`config.mk`:
```
export PLATFORM = sky130hd
export DESIGN_NAME = mips_decode_queue
export DESIGN_NICKNAME = d
export VERILOG_FILES = /design/src/rtl/mips_decode_queue.sv
export SDC_FILE = /design/constraint.sdc
export NUM_CORES = 1
export LEC_CHECK = 0
export ABC_AREA = 1
export BUFFER_PORTS_ARGS = -buffer_cell sky130_fd_sc_hd__buf_2
export CAP_MARGIN = 10
export CORE_UTILIZATION = 30
export CTS_CLUSTER_SIZE = 24
export DETAILED_ROUTE_END_ITERATION = 10
export GPL_TIMING_DRIVEN = 0
export HOLD_SLACK_MARGIN = 0.12
export PLACE_DENSITY_LB_ADDON = 0.08
export SLEW_MARGIN = 5
export SYNTH_ARGS = -nofsm -noshare
export SYNTH_HDL_FRONTEND = slang
export SYNTH_SLANG_ARGS = --single-unit
```
`constraint.sdc`:
```
create_clock -name clk -period 8.1 [get_ports clk]
set_clock_uncertainty 0.15 [all_clocks]
set_input_delay 0 -clock clk [delete_from_list [all_inputs] [get_ports clk]]
set_output_delay 0 -clock clk [all_outputs]
set_load 0.01 [all_outputs]
```
`src/rtl/mips_decode_queue.sv`:
```
`default_nettype none
// ============================================================================
// Module   : mips_decode_queue
// Purpose  : Buffered decode stage. Raw MIPS instructions and their PCs are
//            queued in a DEPTH-entry FIFO. The FIFO head is decoded
//            combinationally and captured into a registered valid/ready
//            output slot. An issued syscall can halt the block (SYS_HALT).
//            Flush discards all queued and decoded work and clears the halt.
// Option   : MIPS_DECODE_PERF_EN adds the perf_issued / perf_ri counters.
// Revision : 1.0 - initial release
// ============================================================================

`ifndef ALU_ADD
`define ALU_ADD  4'd0
`define ALU_ADDU 4'd1
`define ALU_SUB  4'd2
`define ALU_SUBU 4'd3
`define ALU_AND  4'd4
`define ALU_OR   4'd5
`define ALU_XOR  4'd6
`endif

module mips_decode_queue #(
  parameter int DEPTH    = 4,
  parameter int PC_W     = 32,
  parameter bit SYS_HALT = 1'b1
) (
  input  logic                   clk,
  input  logic                   rst,
  input  logic                   flush,
  input  logic                   in_valid,
  output logic                   in_ready,
  input  logic [31:0]            in_inst,
  input  logic [PC_W-1:0]        in_pc,
  output logic                   out_valid,
  input  logic                   out_ready,
  output logic [PC_W-1:0]        out_pc,
  output logic [4:0]             out_rs,
  output logic [4:0]             out_rt,
  output logic [4:0]             out_rd,
  output logic [31:0]            out_imm,
  output logic [3:0]             out_alu_sel,
  output logic                   out_alu_src,
  output logic                   out_we,
  output logic                   out_dst_rt,
  output logic                   out_sys,
  output logic                   out_ri,
  output logic                   halted,
`ifdef MIPS_DECODE_PERF_EN
  output logic [31:0]            perf_issued,
  output logic [15:0]            perf_ri,
`endif
  output logic [$clog2(DEPTH):0] count
);

  localparam int AW = $clog2(DEPTH);
  localparam logic [AW:0] CNT_ONE = (AW+1)'(1);

  typedef enum logic [0:0] {ST_RUN = 1'b0, ST_HALT = 1'b1} state_t;

  state_t            state_q, state_d;
  logic [31:0]       inst_mem [DEPTH];
  logic [PC_W-1:0]   pc_mem   [DEPTH];
  logic [AW-1:0]     wr_ptr_q, rd_ptr_q;
  logic [AW:0]       count_q;

  logic              valid_q, src_q, we_q, dst_q, sys_q, ri_q;
  logic [PC_W-1:0]   pc_q;
  logic [4:0]        rs_q, rt_q, rd_q;
  logic [31:0]       imm_q;
  logic [3:0]        alu_q;

  logic              full, empty, push, hs, halting, load;
  logic [31:0]       head_inst;
  logic [3:0]        dec_alu;
  logic              dec_src, dec_we, dec_dst, dec_sys, dec_ri, dec_zext;
  logic [31:0]       dec_imm;

  assign full      = (count_q == (AW+1)'(DEPTH));
  assign empty     = (count_q == '0);
  assign in_ready  = !full && (state_q == ST_RUN);
  assign push      = in_valid && in_ready;
  assign hs        = valid_q && out_ready;
  // A halting syscall handshake must not pull the next instruction into the slot.
  assign halting   = SYS_HALT && hs && sys_q;
  assign load      = !empty && (state_q == ST_RUN) && (!valid_q || out_ready) && !halting;
  assign head_inst = inst_mem[rd_ptr_q];

  // Combinational decode of the FIFO head.
  always_comb begin
    dec_alu  = `ALU_ADD;
    dec_src  = 1'b0;
    dec_we   = 1'b0;
    dec_dst  = 1'b0;
    dec_sys  = 1'b0;
    dec_ri   = 1'b0;
    dec_zext = 1'b0;
    case (head_inst[31:26])
      6'h00: begin
        dec_we = 1'b1;
        case (head_inst[5:0])
          6'h20:   dec_alu = `ALU_ADD;
          6'h21:   dec_alu = `ALU_ADDU;
          6'h22:   dec_alu = `ALU_SUB;
          6'h23:   dec_alu = `ALU_SUBU;
          6'h24:   dec_alu = `ALU_AND;
          6'h25:   dec_alu = `ALU_OR;
          6'h26:   dec_alu = `ALU_XOR;
          6'h0C: begin dec_sys = 1'b1; dec_we = 1'b0; end
          default: begin dec_ri = 1'b1; dec_we = 1'b0; end
        endcase
      end
      6'h08: begin dec_we = 1'b1; dec_src = 1'b1; dec_dst = 1'b1; dec_alu = `ALU_ADD;  end
      6'h09: begin dec_we = 1'b1; dec_src = 1'b1; dec_dst = 1'b1; dec_alu = `ALU_ADDU; end
      6'h0C: begin dec_we = 1'b1; dec_src = 1'b1; dec_dst = 1'b1; dec_alu = `ALU_AND; dec_zext = 1'b1; end
      6'h0D: begin dec_we = 1'b1; dec_src = 1'b1; dec_dst = 1'b1; dec_alu = `ALU_OR;  dec_zext = 1'b1; end
      6'h0E: begin dec_we = 1'b1; dec_src = 1'b1; dec_dst = 1'b1; dec_alu = `ALU_XOR; dec_zext = 1'b1; end
      default: dec_ri = 1'b1;
    endcase
    dec_imm = dec_zext ? {16'h0000, head_inst[15:0]} : {{16{head_inst[15]}}, head_inst[15:0]};
  end

  // FIFO storage; needs no reset because the pointers define what is valid.
  always_ff @(posedge clk) begin
    if (push) begin
      inst_mem[wr_ptr_q] <= in_inst;
      pc_mem[wr_ptr_q]   <= in_pc;
    end
  end

  // FIFO pointers and occupancy; flush empties the queue outright.
  always_ff @(posedge clk or posedge rst) begin
    if (rst) begin
      wr_ptr_q <= '0;
      rd_ptr_q <= '0;
      count_q  <= '0;
    end else if (flush) begin
      wr_ptr_q <= '0;
      rd_ptr_q <= '0;
      count_q  <= '0;
    end else begin
      if (push) wr_ptr_q <= wr_ptr_q + AW'(1);
      if (load) rd_ptr_q <= rd_ptr_q + AW'(1);
      case ({push, load})
        2'b10:   count_q <= count_q + CNT_ONE;
        2'b01:   count_q <= count_q - CNT_ONE;
        default: count_q <= count_q;
      endcase
    end
  end

  // Output slot: capture decoded head, or drop valid after a handshake.
  always_ff @(posedge clk or posedge rst) begin
    if (rst) begin
      valid_q <= 1'b0;
      pc_q    <= '0;
      rs_q    <= '0;
      rt_q    <= '0;
      rd_q    <= '0;
      imm_q   <= '0;
      alu_q   <= `ALU_ADD;
      src_q   <= 1'b0;
      we_q    <= 1'b0;
      dst_q   <= 1'b0;
      sys_q   <= 1'b0;
      ri_q    <= 1'b0;
    end else if (flush) begin
      valid_q <= 1'b0;
    end else if (load) begin
      valid_q <= 1'b1;
      pc_q    <= pc_mem[rd_ptr_q];
      rs_q    <= head_inst[25:21];
      rt_q    <= head_inst[20:16];
      rd_q    <= head_inst[15:11];
      imm_q   <= dec_imm;
      alu_q   <= dec_alu;
      src_q   <= dec_src;
      we_q    <= dec_we;
      dst_q   <= dec_dst;
      sys_q   <= dec_sys;
      ri_q    <= dec_ri;
    end else if (hs) begin
      valid_q <= 1'b0;
    end
  end

  // Run/halt next-state: flush always returns to RUN.
  always_comb begin
    state_d = state_q;
    if (flush)        state_d = ST_RUN;
    else if (halting) state_d = ST_HALT;
  end

  // Run/halt state register.
  always_ff @(posedge clk or posedge rst) begin
    if (rst) state_q <= ST_RUN;
    else     state_q <= state_d;
  end

`ifdef MIPS_DECODE_PERF_EN
  logic [31:0] perf_issued_q;
  logic [15:0] perf_ri_q;

  // Issue counters survive flush; a handshake discarded by flush is not counted.
  always_ff @(posedge clk or posedge rst) begin
    if (rst) begin
      perf_issued_q <= '0;
      perf_ri_q     <= '0;
    end else if (hs && !flush) begin
      perf_issued_q <= perf_issued_q + 32'd1;
      if (ri_q) perf_ri_q <= perf_ri_q + 16'd1;
    end
  end

  assign perf_issued = perf_issued_q;
  assign perf_ri     = perf_ri_q;
`endif

  assign out_valid   = valid_q;
  assign out_pc      = pc_q;
  assign out_rs      = rs_q;
  assign out_rt      = rt_q;
  assign out_rd      = rd_q;
  assign out_imm     = imm_q;
  assign out_alu_sel = alu_q;
  assign out_alu_src = src_q;
  assign out_we      = we_q;
  assign out_dst_rt  = dst_q;
  assign out_sys     = sys_q;
  assign out_ri      = ri_q;
  assign halted      = (state_q == ST_HALT);
  assign count       = count_q;

endmodule

`default_nettype wire

```
==> flow_metrics.py, run 1 <==
metrics = {
    "drt": {
        "drcViolationCount": 0,
        "finalWirelength_um": 36100,
        "dr.pass1.iters": 4,
        "wire_per_inst_um": 17.9,
        "viasPerCell": 4.42,
        "vias": 8941,
        "postRouteAntennaNets": 0,
        "drt_iter0_markers": 442,
    },
    "pwr": {
        "p_leak_nw": 6.76,
        "power_density_mw_per_mm2": 336,
        "ir_drop_mv": 0.143,
    },
    "worst_setup_path": {
        "cp-end-kind": "flip-flop",
        "crit_buf_inv": 3,
        "timing.critical_path.mode_cell": "buf_16",
        "r2r_start": "count[0]",
        "crit_type": "flip-flop to flip-flop",
        "critPathMaxFanout": 19,
        "cp_top_family": "simple AND/OR/NAND/NOR gates",
        "rr_worst_depth": 6,
        "critPathSlowestCell": "nor2_4",
        "critPathLaunch": "count[0]",
        "cpPeakStageDelay_ns": 0.74,
        "regToRegEndpoint": "pc_mem[3][14]",
        "arrival_ns": 2.75,
        "path_cells": "inv_1 -> a31oi_1 -> nand2_1 -> nor2_4 -> buf_16 -> buf_16",
        "cp.required_ns": 8.19,
        "rrSetupSlack_ns": 5.44,
        "start_kind": "flip-flop",
    },
    "global_routing": {
        "track_usage_pct": 16.8,
        "grt_pass1_vias": 9093,
        "grt_pass1_wl_um": 55000,
        "grt_max_degree": 51,
        "grt_overflow_total": 0,
        "antenna_found_initial": 4,
    },
    "floorplanning": {
        "start_util_pct": 30.7,
        "row_count": 75,
        "dieArea_mm2": 0.0441,
        "ios": 163,
        "core_mm2": 0.0423,
        "die_h_um": 210,
        "die_x_um": 210,
    },
    "clocking": {
        "cts_resized": 0,
        "clk_pin_slew_ns": 0.06,
        "clkLatencyLatePin_ns": 0.54,
        "clockBufferDepth": 3,
        "cts_tree": "done",
        "cts-root-buf": "clkbuf_16",
        "cts_sinks": 331,
        "htree_levels": 2,
        "cts_inserted_buffers": 40,
    },
    "cells_and_area": {
        "drive_gt1_share_pct": 21.9,
        "nNetsFinal": 1486,
        "fill_cells": 4135,
        "multi_input_area_mm2": 0.00286,
        "layout.area.seq_mm2": 0.00956,
        "finalNonFillerCells": 2021,
        "area_growth_pct": 34.0,
        "final_area_mm2": 0.0174,
    },
    "synthesis": {
        "syn_area_per_cell_um2": 12.2,
        "synth_flop_cell": "edfxtp_1",
        "synth_top_area_cell": "edfxtp_1",
        "ys_ff_latch": 331,
        "synth_area_leaders": "edfxtp_1 (59%), dfrtp_1 (14%), nor2_1 (8.1%), o21ai_0 (4.4%), nand2_1 (3.0%)",
        "synth_cell_types": 35,
        "yosysSeqAreaShare_pct": 73.7,
        "synth_edf_count": 256,
        "synth_top_area_share_pct": 59.2,
        "synth.most_common_cell": "nor2_1",
        "synth_commonest_cells": "nor2_1 (279), edfxtp_1 (256), o21ai_0 (115), nand2_1 (103), dfrtp_1 (75)",
        "synth_cells": 1062,
        "synth_nets": 1136,
        "yosysWarnings": 0,
        "syn-cell-area_mm2": 0.0130,
        "ys_async_sr_fraction_pct": 22.7,
    },
    "place": {
        "gp_congestion": 0.725,
        "post-place-ws_ns": 5.39,
        "place_area_mm2": 0.0149,
        "dpl.cell_count": 1813,
        "io_buffers": 161,
        "hpwl_um": 22700,
    },
    "sta": {
        "hold_ws_ns": 0.165,
        "fmax_mhz": 376,
        "min_period_ns": 2.66,
        "slew_headroom_pct": 45.2,
        "setup_slack_ns": 5.44,
        "finalSetupViolations": 0,
        "drv_slew": 0,
        "worst_slew_pin_slew_ns": 0.821,
        "hold_viol_final": 0,
        "rsz0062_at_grt": "no",
        "setup_tns_ns": 0,
        "final.period_utilization_pct": 32.8,
    },
    "run_status": {
        "outcome": "finished, final reports clean",
    },
    "worst_hold_path": {
        "whs_path_depth": 5,
        "holdPathEnd": "out_valid",
        "hp-class": "input port to flip-flop",
        "hold_path_startpoint": "out_ready",
    },
    "run": {
        "max-cap-violations": 0,
    },
}
-- placed cells by master (no fill, tap or decap), types with 8 or more instances in the layout --
master	n
clkbuf_16	41
dlygate4sd3_1	134
nor2_1	275
edfxtp_1	256
nand2_1	103
o21ai_0	115
buf_2	186
a31oi_1	54
inv_1	24
clkinv_2	8
dfrtp_1	75
clkbuf_1	25
buf_4	27
nand3_1	28
nand2_2	9
-- cell type report --
cell class | instances | area share (%)
Multi-Input combinational cell | 621 | 16.4
Inverter | 33 | 0.755
Clock inverter | 16 | 0.597
Timing Repair Buffer | 308 | 14.1
Clock buffer | 55 | 6.31
Tap cell | 577 | 4.15
Buffer | 77 | 2.68
Antenna cell | 3 | 0.0431
Sequential cell | 331 | 55.0
-- stage by stage --
stage          power [mW]  utilization, %
6_report             5.86            41.1
5_1_grt              6.24            41.1
4_1_cts              5.97            41.1
3_5_place_dp         4.23            35.1
3_3_place_gp         4.21            34.3
2_1_floorplan        3.44               -
-- state kept, by name, indices dropped and copies added, names as in the netlist --
register / count
inst_mem: 128
pc_mem: 128
out_pc: 32
out_imm: 13
out_rs: 5
out_rt: 5
out_rd: 4
count: 3
out_alu_sel: 3
rd_ptr_q: 2
wr_ptr_q: 2
halted: 1
out_dst_rt: 1
out_ri: 1
out_sys: 1
out_valid: 1
out_we: 1
-- worst reg2reg max path: stages, from the launching register on --
cell     delay (ns)
dfrtp_1        0.39
inv_1          0.10
a31oi_1        0.21
nand2_1        0.32
nor2_4         0.75
buf_16         0.25
buf_16         0.18
-- worst max-delay path by stage --
| stage | depth (start not counted) | endpoint | slack (ns) |
|---|---|---|---|
| after floorplan | 4 | inst_mem[0][0] | 3.72 |
| after global placement | 4 | pc_mem[1][11] | 0.81 |
| after detailed placement | 6 | pc_mem[3][11] | 5.39 |
| after CTS | 6 | pc_mem[3][14] | 5.38 |
| after global routing | 6 | pc_mem[3][14] | 5.25 |
| final | 6 | pc_mem[3][14] | 5.44 |
-- timing repair --
action                                  4_1_cts  5_1_grt
hold endpoints to repair                    348        0
endpoints found under the setup margin        0        0
buffers inserted                              0        0
hold buffers                                134        0
-- power by group --
part | switching (mW) | total [mW] | internal (mW)
registers | 0.152 | 2.29 | 2.13
clock network | 0.684 | 1.66 | 0.977
logic | 1.21 | 1.91 | 0.699
-- per-layer routing --
layer,up-vias,share of wire (%),GRT usage (%)
li1,4367,-,-
met4,2,2.0,5.18
met3,44,4.5,3.02
met2,195,47,27.7
met1,4333,46,22.4
met5,-,0.022,0
-- cells by family after synthesis --
kind of cell / count (synthesis) / share of synthesized area, %
AND/OR/NAND/NOR: 434 / 13.6
XOR/XNOR: 2 / 0.135
buffers and inverters: 110 / 4.59
AO/OA/AOI/OAI: 179 / 7.49
other: 1 / 0.0289
flip-flops: 331 / 73.7
adder cells (fa/ha/maj): 5 / 0.540
(Power assumes the default switching activity.)
==> run 2, diff against run 1 <==
==> constraint.sdc (replaced) <==
create_clock -name clk -period 2.6 [get_ports clk]
set_clock_uncertainty 0.15 [all_clocks]
set_input_delay 0 -clock clk [delete_from_list [all_inputs] [get_ports clk]]
set_output_delay 0 -clock clk [all_outputs]
set_load 0.01 [all_outputs]
==> run 2 against run 1 <==
  * Clock power increased to 3.2 times the previous value
  * Flip-flop and latch count unchanged
  * Non-clock buffer count increased by 5
  * Highest routed layer unchanged
==> flow_metrics.py, run 2 (synthesized netlist as in run 1, its figures left out) <==
metrics = {
    "run_status": {
        "outcome": "finished, final reports clean",
    },
    "floorplanning": {
        "die_h_um": 210,
        "core_mm2": 0.0423,
        "start_util_pct": 30.7,
        "ios": 163,
        "dieArea_mm2": 0.0441,
        "die_x_um": 210,
        "row_count": 75,
    },
    "worst_setup_path": {
        "cp-end-kind": "flip-flop",
        "r2r_start": "count[0]",
        "cp.required_ns": 2.86,
        "arrival_ns": 2.55,
        "start_kind": "flip-flop",
        "critPathLaunch": "count[0]",
        "rrSetupSlack_ns": 0.31,
        "crit_type": "flip-flop to flip-flop",
        "critPathMaxFanout": 7,
    },
    "drt": {
        "wire_per_inst_um": 17.8,
        "viasPerCell": 4.44,
        "postRouteAntennaNets": 0,
        "top_layer": "met5",
        "met2_length_um": 16900,
        "wl_met3_um": 1540,
        "wl_met1_um": 16800,
        "drt_iter0_markers": 452,
        "drcViolationCount": 0,
        "finalWirelength_um": 35900,
        "dr.pass1.iters": 5,
        "vias": 8970,
    },
    "sta": {
        "rsz0062_at_grt": "no",
        "worst_slew_pin_slew_ns": 0.747,
        "hold_viol_final": 0,
        "hold_ws_ns": 0.152,
        "slew_headroom_pct": 50.2,
        "drv_slew": 0,
        "finalSetupViolations": 0,
        "min_period_ns": 2.29,
        "final.period_utilization_pct": 88.1,
        "fmax_mhz": 436,
        "setup_slack_ns": 0.309,
    },
    "clocking": {
        "cts_sinks": 331,
        "clockBufferDepth": 3,
        "htree_levels": 2,
        "cts_inserted_buffers": 38,
        "clkLatencyLatePin_ns": 0.53,
        "cts-root-buf": "clkbuf_16",
        "cts_tree": "done",
        "clk_pin_slew_ns": 0.06,
    },
    "cells_and_area": {
        "final_common_cell": "nor2_1",
        "area_growth_pct": 34.8,
        "final_cell_mix": "nor2_1 (275), edfxtp_1 (256), buf_2 (186), dlygate4sd3_1 (135), o21ai_0 (115)",
        "nNetsFinal": 1489,
        "fill_cells": 4095,
        "multi_input_area_mm2": 0.00286,
        "layout.area.seq_mm2": 0.00956,
        "final_area_mm2": 0.0175,
        "drive_gt1_share_pct": 22.6,
    },
    "global_routing": {
        "antenna_found_initial": 2,
        "grt_pass1_wl_um": 54900,
        "grt_pass1_vias": 9092,
        "grt_overflow_total": 0,
        "grt_max_degree": 46,
        "track_usage_pct": 16.7,
    },
    "place": {
        "io_buffers": 161,
        "gp_congestion": 0.773,
        "hpwl_um": 22400,
        "post-place-ws_ns": 0.0247,
        "place_area_mm2": 0.0148,
    },
    "worst_hold_path": {
        "hp-class": "input port to flip-flop",
        "hold_path_startpoint": "in_inst[15]",
    },
    "pwr": {
        "p_leak_nw": 6.82,
        "ir_drop_mv": 0.467,
        "power_density_mw_per_mm2": 1050,
    },
    "run": {
        "max-cap-violations": 0,
    },
}
## run 2: changes by cell type in the layout (fill, tap and decap cells not counted), sizes merged
cell / change
dlygate4sd3: +1
diode: -2
buf: +4
clkinvlp: -1
clkinv: -3
clkbuf: +1
bufinv: +1
## run 2: report_power, final
part	total (mW)	internal [mW]	switching, mW
Sequential	7.14	6.65	0.490
Combinational	5.98	2.21	3.78
Clock	5.32	3.24	2.09
Total	18.4	12.1	6.35
## run 2: layout make-up
cell class	count	share of cell area, %
Antenna cell	1	0.0143
Buffer	77	2.67
Clock buffer	56	6.53
Clock inverter	13	0.658
Inverter	33	0.751
Multi-Input combinational cell	621	16.4
Sequential cell	331	54.7
Tap cell	577	4.13
Timing Repair Buffer	313	14.2
## run 2: critical path, cell delays in order, from the launching register on
cell and delay [ns]:
dfrtp_1 0.40, inv_1 0.10, a31oi_2 0.21, nand2_2 0.21
nand2_1 0.18, inv_1 0.07, fa_1 0.37, xnor2_1 0.15
xor2_1 0.16, nand3_1 0.06, o21ai_0 0.09
## run 2: what timing repair did
| item | CTS | global route |
|---|---|---|
| endpoints found under the hold margin | 403 | 0 |
| pin swaps | 1 | 1 |
| gates resized for setup | 0 | 0 |
| hold buffers | 135 | 0 |
| endpoints found under the setup margin | 9 | 16 |
| buffers inserted | 2 | 2 |
## run 2: stage by stage
stage	cells	setup TNS [ns]	utilization, %	total power, mW
floorplan	1062	0	-	10.7
global placement	1800	-341.70	34.4	13.1
detailed placement	1813	0	35.1	13.2
CTS	2019	0	41.3	18.8
global route	2022	0	41.3	19.7
finish	2022	0	41.3	18.4
## run 2: worst paths after layout
check	endpoint	depth (start not counted)
setup / recovery	count[2]	10
hold / removal	inst_mem[2][15]	2
setup reg to reg	count[2]	10
hold reg to reg	out_alu_sel[0]	2
max in group asynchronous	out_pc[14]	5
min in group asynchronous	halted	4
## run 2: routing by layer
| layer | vias up | track usage, % |
|---|---|---|
| met2 | 184 | 27.5 |
| met4 | 2 | 5.13 |
| li1 | 4380 | - |
| met3 | 46 | 3.04 |
| met1 | 4358 | 22.5 |
| met5 | - | 0 |
==> run 3, diff against run 2 <==
--- a/config.mk
+++ b/config.mk
@@ -9,6 +9,7 @@
 export BUFFER_PORTS_ARGS = -buffer_cell sky130_fd_sc_hd__buf_2
 export CAP_MARGIN = 10
 export CORE_UTILIZATION = 30
+export CTS_BUF_LIST = sky130_fd_sc_hd__clkbuf_8 sky130_fd_sc_hd__clkbuf_16
 export CTS_CLUSTER_SIZE = 24
 export DETAILED_ROUTE_END_ITERATION = 10
 export GPL_TIMING_DRIVEN = 0
==> run 3 against run 2 <==
  * Flip-flop and latch count unchanged
  * Global-route usage unchanged
  * Critical path depth unchanged
  * Largest power group unchanged
  * Highest routed layer unchanged
==> flow_metrics.py, run 3 (synthesized netlist as in run 1, its figures left out) <==
metrics = {
    "global_routing": {
        "grt_pass1_wl_um": 54900,
        "antenna_found_initial": 2,
        "track_usage_pct": 16.7,
        "grt_max_degree": 46,
        "grt_pass1_vias": 9092,
        "grt_overflow_total": 0,
    },
    "worst_setup_path": {
        "critPathMaxFanout": 7,
        "timing.critical_path.mode_cell": "inv_1",
        "start_kind": "flip-flop",
        "r2r_start": "count[0]",
        "crit_type": "flip-flop to flip-flop",
        "cp-end-kind": "flip-flop",
        "crit_end": "count[2]",
        "cp.required_ns": 2.86,
        "arrival_ns": 2.55,
        "cp_top_family": "simple AND/OR/NAND/NOR gates",
        "rr_worst_depth": 10,
        "crit_buf_inv": 2,
        "rrSetupSlack_ns": 0.31,
        "regToRegEndpoint": "count[2]",
        "cpPeakStageDelay_ns": 0.40,
        "path_cells": "inv_1 -> a31oi_2 -> nand2_2 -> nand2_1 -> inv_1 -> fa_1 -> xnor2_1 -> xor2_1 -> nand3_1 -> o21ai_0",
        "cp_num_cells": 10,
        "critPathSlowestCell": "dfrtp_1",
        "critPathLaunch": "count[0]",
    },
    "sta": {
        "worst_slew_pin_slew_ns": 0.746,
        "rsz0062_at_grt": "no",
        "min_period_ns": 2.29,
        "hold_ws_ns": 0.152,
        "hold_viol_final": 0,
        "finalSetupViolations": 0,
        "final.period_utilization_pct": 88.0,
        "fmax_mhz": 437,
        "slew_headroom_pct": 50.3,
        "setup_tns_ns": 0,
        "setup_slack_ns": 0.312,
        "drv_slew": 0,
    },
    "place": {
        "dpl.cell_count": 1813,
        "hpwl_um": 22400,
        "place_area_mm2": 0.0148,
        "gp_congestion": 0.773,
        "post-place-ws_ns": 0.0247,
        "io_buffers": 161,
    },
    "clocking": {
        "cts_inserted_buffers": 38,
        "htree_levels": 2,
        "clkLatencyLatePin_ns": 0.54,
        "clk_pin_slew_ns": 0.06,
        "cts_tree": "done",
        "cts_sinks": 331,
        "clockBufferDepth": 3,
        "cts-root-buf": "clkbuf_16",
        "cts_resized": 0,
    },
    "run_status": {
        "outcome": "finished, final reports clean",
    },
    "floorplanning": {
        "core_mm2": 0.0423,
        "die_x_um": 210,
        "die_h_um": 210,
        "dieArea_mm2": 0.0441,
        "start_util_pct": 30.7,
        "row_count": 75,
        "ios": 163,
    },
    "drt": {
        "dr.pass1.iters": 5,
        "postRouteAntennaNets": 0,
        "drt_iter0_markers": 425,
        "vias": 8949,
        "wire_per_inst_um": 17.7,
        "drcViolationCount": 0,
        "finalWirelength_um": 35800,
        "viasPerCell": 4.43,
    },
    "cells_and_area": {
        "nNetsFinal": 1489,
        "final_area_mm2": 0.0175,
        "drive_gt1_share_pct": 22.6,
        "post-route-util_pct": 41.3,
        "final_cell_mix": "nor2_1 (275), edfxtp_1 (256), buf_2 (186), dlygate4sd3_1 (135), o21ai_0 (115)",
        "area_growth_pct": 34.8,
        "fill_cells": 4095,
        "finalNonFillerCells": 2022,
        "final_common_cell": "nor2_1",
    },
    "pwr": {
        "ir_drop_mv": 0.466,
        "finalPower_mw": 18.4,
        "p_leak_nw": 6.86,
        "power_density_mw_per_mm2": 1050,
    },
    "worst_hold_path": {
        "whs_path_depth": 2,
        "hp-class": "input port to flip-flop",
    },
    "run": {
        "max-cap-violations": 0,
    },
}
run 3: timing repair:
item | 4_1_cts | 5_1_grt
buffers inserted | 2 | 2
pin swaps | 1 | 1
hold buffers | 135 | 0
setup endpoints to repair | 9 | 16
hold endpoints to repair | 403 | 0
run 3: worst register-to-register path: stages, from the launching register on:
cell and delay, ns:
dfrtp_1 0.40, inv_1 0.10, a31oi_2 0.21, nand2_2 0.21
nand2_1 0.18, inv_1 0.07, fa_1 0.37, xnor2_1 0.15
xor2_1 0.16, nand3_1 0.06, o21ai_0 0.09
run 3: final cells by class:
type | instances | area (um^2) | area share, %
plain buffers | 77 | 467 | 2.67
clock buffers | 47 | 1110 | 6.34
clock inverters | 22 | 149 | 0.851
inverters | 33 | 131 | 0.751
flip-flops and latches | 331 | 9560 | 54.7
multi-input cells | 621 | 2860 | 16.4
repair buffers | 313 | 2490 | 14.2
diodes | 1 | 2.50 | 0.0143
well taps | 577 | 722 | 4.13
run 3: worst min path at each step:
stage                 endpoint   startpoint  slack [ns]
2_1_floorplan           halted        flush       -0.09
3_3_place_gp     pc_mem[1][28]    in_pc[28]        0.07
3_5_place_dp          count[1]          rst        0.04
4_1_cts        inst_mem[2][15]  in_inst[15]        0.12
5_1_grt        inst_mem[2][15]  in_inst[15]        0.16
6_report       inst_mem[2][15]  in_inst[15]        0.15
run 3: routing by layer:
metal | share of wire, % | vias up | global-route usage [%]
li1 | - | 4379 | -
met1 | 47 | 4328 | 22.5
met2 | 47 | 193 | 27.5
met3 | 4.4 | 47 | 3.04
met4 | 1.9 | 2 | 5.13
met5 | 0.036 | - | 0
run 3: power by group:
group          switching [mW]  total (mW)  internal, mW
logic                    3.77        5.98          2.21
clock network            2.09        5.29          3.20
registers               0.491        7.14          6.65
